===== src/rtl/fpdec_pkg.sv =====
// rtl/fpdec_pkg.sv - shared widths and state encoding for the FP-to-linear decoder
package fpdec_pkg;
    localparam int W_D = 12;
    localparam int W_E = 3;
    localparam int W_F = 4;

    typedef enum logic [1:0] {
        IDLE  = 2'd0,
        SHIFT = 2'd1,
        DONE  = 2'd2
    } state_e;
endpackage


===== src/rtl/fpdec_if.sv =====
// rtl/fpdec_if.sv - input and output handshake bundle of the decoder
interface fpdec_if;
    import fpdec_pkg::*;

    logic           in_valid;
    logic           in_ready;
    logic           s;
    logic [W_E-1:0] e;
    logic [W_F-1:0] f;
    logic           out_valid;
    logic           out_ready;
    logic [W_D-1:0] d;
    logic           nonnorm;

    modport master (
        output in_valid, s, e, f, out_ready,
        input  in_ready, out_valid, d, nonnorm
    );

    modport slave (
        input  in_valid, s, e, f, out_ready,
        output in_ready, out_valid, d, nonnorm
    );
endinterface


===== src/rtl/fpdec.sv =====
// rtl/fpdec.sv - iterative decoder: d = (s ? -1 : 1) * (f << e), one shift per cycle
module fpdec
    import fpdec_pkg::*;
(
    input  logic  clk,
    input  logic  rst,
    fpdec_if.slave io
);

    state_e         state_q, state_d;
    logic [W_D-2:0] mag_q;
    logic [W_E-1:0] cnt_q;
    logic           sgn_q;
    logic           nn_lat_q;
    logic [W_D-1:0] d_q;
    logic           nonnorm_q;
    logic [W_D-1:0] mag_ext;

    assign mag_ext = {1'b0, mag_q};

    always_ff @(posedge clk or posedge rst) begin
        if (rst) state_q <= IDLE;
        else     state_q <= state_d;
    end

    always_comb begin
        state_d = state_q;
        case (state_q)
            IDLE:    if (io.in_valid)     state_d = SHIFT;
            SHIFT:   if (cnt_q == '0)     state_d = DONE;
            DONE:    if (io.out_ready)    state_d = IDLE;
            default:                      state_d = IDLE;
        endcase
    end

    always_comb begin
        io.in_ready  = (state_q == IDLE);
        io.out_valid = (state_q == DONE);
        io.d         = d_q;
        io.nonnorm   = nonnorm_q;
    end

    // mag is sized so the largest legal f << e never reaches the sign bit.
    always_ff @(posedge clk or posedge rst) begin
        if (rst) begin
            mag_q     <= '0;
            cnt_q     <= '0;
            sgn_q     <= 1'b0;
            nn_lat_q  <= 1'b0;
            d_q       <= '0;
            nonnorm_q <= 1'b0;
        end else begin
            case (state_q)
                IDLE: if (io.in_valid) begin
                    sgn_q    <= io.s;
                    mag_q    <= {{(W_D-1-W_F){1'b0}}, io.f};
                    cnt_q    <= io.e;
                    nn_lat_q <= (io.e != '0) && !io.f[W_F-1];
                end
                SHIFT: if (cnt_q != '0) begin
                    mag_q <= mag_q << 1;
                    cnt_q <= cnt_q - W_E'(1);
                end else begin
                    d_q       <= sgn_q ? -mag_ext : mag_ext;
                    nonnorm_q <= nn_lat_q;
                end
                default: ;
            endcase
        end
    end

endmodule


===== src/flat_wrapper.sv =====
// flat-port wrapper written by rule: the top's interface ports become plain ports
module fpdec_flat import fpdec_pkg::*;
  (clk, rst, io_in_valid, io_s, io_e, io_f, io_out_ready, io_in_ready, io_out_valid, io_d, io_nonnorm);
  fpdec_if io_i ();
  input  logic clk;
  input  logic rst;
  input wire logic [$bits(io_i.in_valid)-1:0] io_in_valid;
  input wire logic [$bits(io_i.s)-1:0] io_s;
  input wire logic [$bits(io_i.e)-1:0] io_e;
  input wire logic [$bits(io_i.f)-1:0] io_f;
  input wire logic [$bits(io_i.out_ready)-1:0] io_out_ready;
  output wire logic [$bits(io_i.in_ready)-1:0] io_in_ready;
  output wire logic [$bits(io_i.out_valid)-1:0] io_out_valid;
  output wire logic [$bits(io_i.d)-1:0] io_d;
  output wire logic [$bits(io_i.nonnorm)-1:0] io_nonnorm;
  assign io_i.in_valid = io_in_valid;
  assign io_i.s = io_s;
  assign io_i.e = io_e;
  assign io_i.f = io_f;
  assign io_i.out_ready = io_out_ready;
  assign io_in_ready = io_i.in_ready;
  assign io_out_valid = io_i.out_valid;
  assign io_d = io_i.d;
  assign io_nonnorm = io_i.nonnorm;
  fpdec u_core (.clk(clk), .rst(rst), .io(io_i));
endmodule

===== config.mk =====
export PLATFORM = sky130hd
export DESIGN_NAME = fpdec_flat
export DESIGN_NICKNAME = d
export VERILOG_FILES = /design/src/rtl/fpdec_pkg.sv /design/src/rtl/fpdec_if.sv /design/src/rtl/fpdec.sv /design/src/flat_wrapper.sv
export SDC_FILE = /design/constraint.sdc
export NUM_CORES = 1
export LEC_CHECK = 0
export BUFFER_PORTS_ARGS = -buffer_cell sky130_fd_sc_hd__buf_4
export CAP_MARGIN = 20
export CORE_MARGIN = 4
export CORE_UTILIZATION = 30
export CTS_CLUSTER_DIAMETER = 200
export DETAILED_ROUTE_END_ITERATION = 10
export GPL_ROUTABILITY_DRIVEN = 0
export SLEW_MARGIN = 20
export SYNTH_ARGS = -nofsm -noshare
export SYNTH_HDL_FRONTEND = slang
export SYNTH_SLANG_ARGS = --single-unit

===== constraint.sdc =====
create_clock -name clk -period 2.01 [get_ports clk]
set_clock_uncertainty 0.05 [all_clocks]
set_input_delay 0.402 -clock clk [delete_from_list [all_inputs] [get_ports clk]]
set_output_delay 0.402 -clock clk [all_outputs]
set_load 0.05 [all_outputs]

==> results_dict.tcl <==
set metrics [dict create \
    critPathMaxStageDelay_ns 0.41 \
    portBuffers 26 \
    dieArea_um2 6210 \
    placed_cells 252 \
    wl_um 2880 \
    cp-end-kind "register" \
    vias 1160 \
    clkLatencyLatePin_ns 0.28 \
    grt_max_degree 32 \
    initial_utilization_pct 31.4 \
    grtUsageTotal_pct 10.5 \
    nNetsFinal 207 \
    coreArea_um2 4790 \
    worst_slew_pin_slew_ns 0.390 \
    synth-xor-area-share_pct 5.24 \
    final_core_util_pct 38.9 \
    critical_path.slowest_cell "dfrtp_1" \
    synth_top_family_by_area "simple AND/OR/NAND/NOR gates" \
    antenna_found_initial 0 \
    clk_transition_reported_paths_ns 0.06 \
    synth.distinct_cells 32 \
    setup_viol 0 \
    grt_pass1_wl_um 5060 \
    hpwl_um 2190 \
    crit_path_start_kind "register" \
    fp.dieW_um 78.8 \
    clock.fmax_ghz 0.546 \
    ant_nets 0 \
    cts-root-buf "clkbuf_8" \
    synth-compound-area-share_pct 17.1 \
    synthAdderAreaFrac_pct 2.50 \
    syn_nets 178 \
    post-route-period-util_pct 91.1 \
    dr.pass1.iters 4 \
    drt_iter0_markers 46 \
    htree_levels 2 \
    synthMuxAreaShare_pct 1.41 \
    cp_data_arrival_time_ns 1.93 \
    syn_inst 163 \
    ys_ff_latch 31 \
    synth_area_um2 1500 \
    critPathMaxFanout 4 \
    grt_pass1_vias 1089 \
    status "finished clean" \
    rsz0062_at_grt "no" \
    setup_tns_ns 0 \
    grt_overflow 0 \
    finalNonFillerCells 260 \
    diodes 0 \
    viasPerCell 4.46 \
    area_growth_pct 23.8 \
    cts.sinks 31 \
    placementRows 25 \
    power_density_nw_per_um2 1850 \
    drc_errors 0 \
    yosysWarnings 0 \
    holdBufCountCts 0 \
    drive_above_1_share_pct 21.2 \
    final-hold-violation-count 0 \
    crit_path_cell_trace "inv_1 > ha_1 > or3b_1 > o31ai_1 > xor2_1 > o21ai_1" \
    io-pin-count 27 \
    max_cap_viol_count 0 \
    post_synth_and_or_nand_nor_area_fraction_pct 18.3 \
    slew_violations 0 \
    post_cts_resized 0 \
    slew_headroom_pct 74.0 \
    cts_tree "built" \
    ys_seq_area_share_pct 51.6 \
    numCtsBuffers 5 \
    routedWlPerCell_um 11.1 \
    clock_path_buffers 2 \
    power.leakage_nw 0.887 \
    critPathKind "reg -> reg" \
    worstPathRequired_ns 2.11 \
    fin_crit_ns 1.83 \
    syn_avg_cell_area_um2 9.23 \
    cts_setup_buffers 0 \
    irDropWorstVdd_uv 491 \
    die_y_um 78.8 \
    worst_hold_path_type "in -> async" \
]
-- cells in the final DEF (no fill, tap or decap), drive strengths merged, types with 3 or more instances in the layout --
cell    count
o21ai      25
buf        30
a21oi       3
inv         7
clkbuf      7
nand2      38
nor2        7
a31oi       4
dfrtp      31
ha          3
o31ai       6
nand2b      3
xor2        8
-- cell usage after synthesis --
cell / count / area share [%]
a211o_1: 1 / 0.58
a211oi_1: 1 / 0.50
a21oi_1: 3 / 1.0
a31oi_1: 4 / 1.7
and2_1: 2 / 0.83
and2b_1: 1 / 0.50
buf_2: 2 / 0.67
clkbuf_1: 6 / 1.5
dfrtp_1: 31 / 52
ha_1: 3 / 2.5
inv_1: 6 / 1.5
inv_2: 1 / 0.25
mux2_2: 1 / 0.75
mux2i_1: 1 / 0.67
nand2_1: 38 / 9.5
nand2b_1: 3 / 1.2
nand3_1: 2 / 0.67
nor2_1: 7 / 1.7
nor2b_1: 2 / 0.83
nor3_1: 1 / 0.33
o21ai_0: 15 / 5.0
o21ai_1: 10 / 3.3
o31ai_1: 5 / 2.5
o31ai_2: 1 / 0.83
o41ai_1: 1 / 0.58
o41ai_2: 1 / 1.1
or3_1: 2 / 0.83
or3b_1: 1 / 0.58
or4_1: 1 / 0.50
or4_4: 1 / 0.75
xnor2_1: 1 / 0.58
xor2_1: 8 / 4.7
-- where the power goes --
group | internal [W] | switching, W
clock | 0.000242 | 0.000209
sequential | 0.000907 | 0.000290
combinational | 0.000665 | 0.00113
-- logic make-up after synthesis --
family / Yosys count
and+or+nand+nor: 61
xor gates and xnor gates: 9
buffers and inverters: 15
muxes: 2
DFF: 31
AOI/OAI and AO/OA: 42
adders and majority gates: 3
-- metrics by stage --
stage	cell area, um2	hold WS (ns)	setup WS [ns]	total power [W]
floorplan	1500	0.389	0.205	0.00255
global placement	1780	0.412	0.254	0.00301
detailed placement	1780	0.418	0.194	0.00303
CTS	1860	0.171	0.180	0.00349
global route	1860	0.203	0.0460	0.00376
finish	1860	0.154	0.179	0.00344
-- path summary, 6_finish.rpt --
check                                  start                end  slack, ns  cells after the start
setup reg to reg             u_core.mag_q[0]    u_core.io.d[10]       0.18                      6
max in group asynchronous                rst     u_core.io.d[9]       1.48                      3
setup / recovery             u_core.mag_q[0]    u_core.io.d[10]       0.18                      6
hold reg to reg            u_core.io.nonnorm  u_core.io.nonnorm       0.42                      2
hold / removal                           rst    u_core.mag_q[0]       0.15                      3
min in group clk                io_out_ready  u_core.state_q[1]       0.26                      2
-- layer usage --
| metal | up-vias | track usage (%) | routed length [um] |
|---|---|---|---|
| met5 | - | 0 | 0 |
| met4 | 0 | 3.15 | 29 |
| met1 | 527 | 13.6 | 1410 |
| met2 | 22 | 15.7 | 1270 |
| li1 | 606 | - | - |
| met3 | 5 | 4.65 | 168 |
-- cell type report --
class	count	area, um2
Fill cell	499	2920
Timing Repair Buffer	30	225
Tap cell	67	83.8
Clock buffer	7	76.3
Clock inverter	1	5.00
Inverter	7	26.3
Sequential cell	31	776
Multi-Input combinational cell	117	669
-- worst max-delay path: cells and delay by family, from the launching register on --
| family | cells | cell delay [ns] |
|---|---|---|
| AND/OR/NAND/NOR | 1 | 0.41 |
| flip-flops | 1 | 0.41 |
| XOR/XNOR | 1 | 0.17 |
| AO/OA/AOI/OAI | 2 | 0.38 |
| adder cells (fa/ha/maj) | 1 | 0.16 |
| buffers and inverters | 1 | 0.12 |
-- flip-flops by register name, summed over array words and instances (netlist names) --
register and count:
u_core.nn_lat_q 1, u_core.mag_q 11, u_core.state_q 2, u_core.sgn_q 1, u_core.io.d 12, u_core.cnt_q 3
u_core.io.nonnorm 1
(Power assumes the default switching activity.)
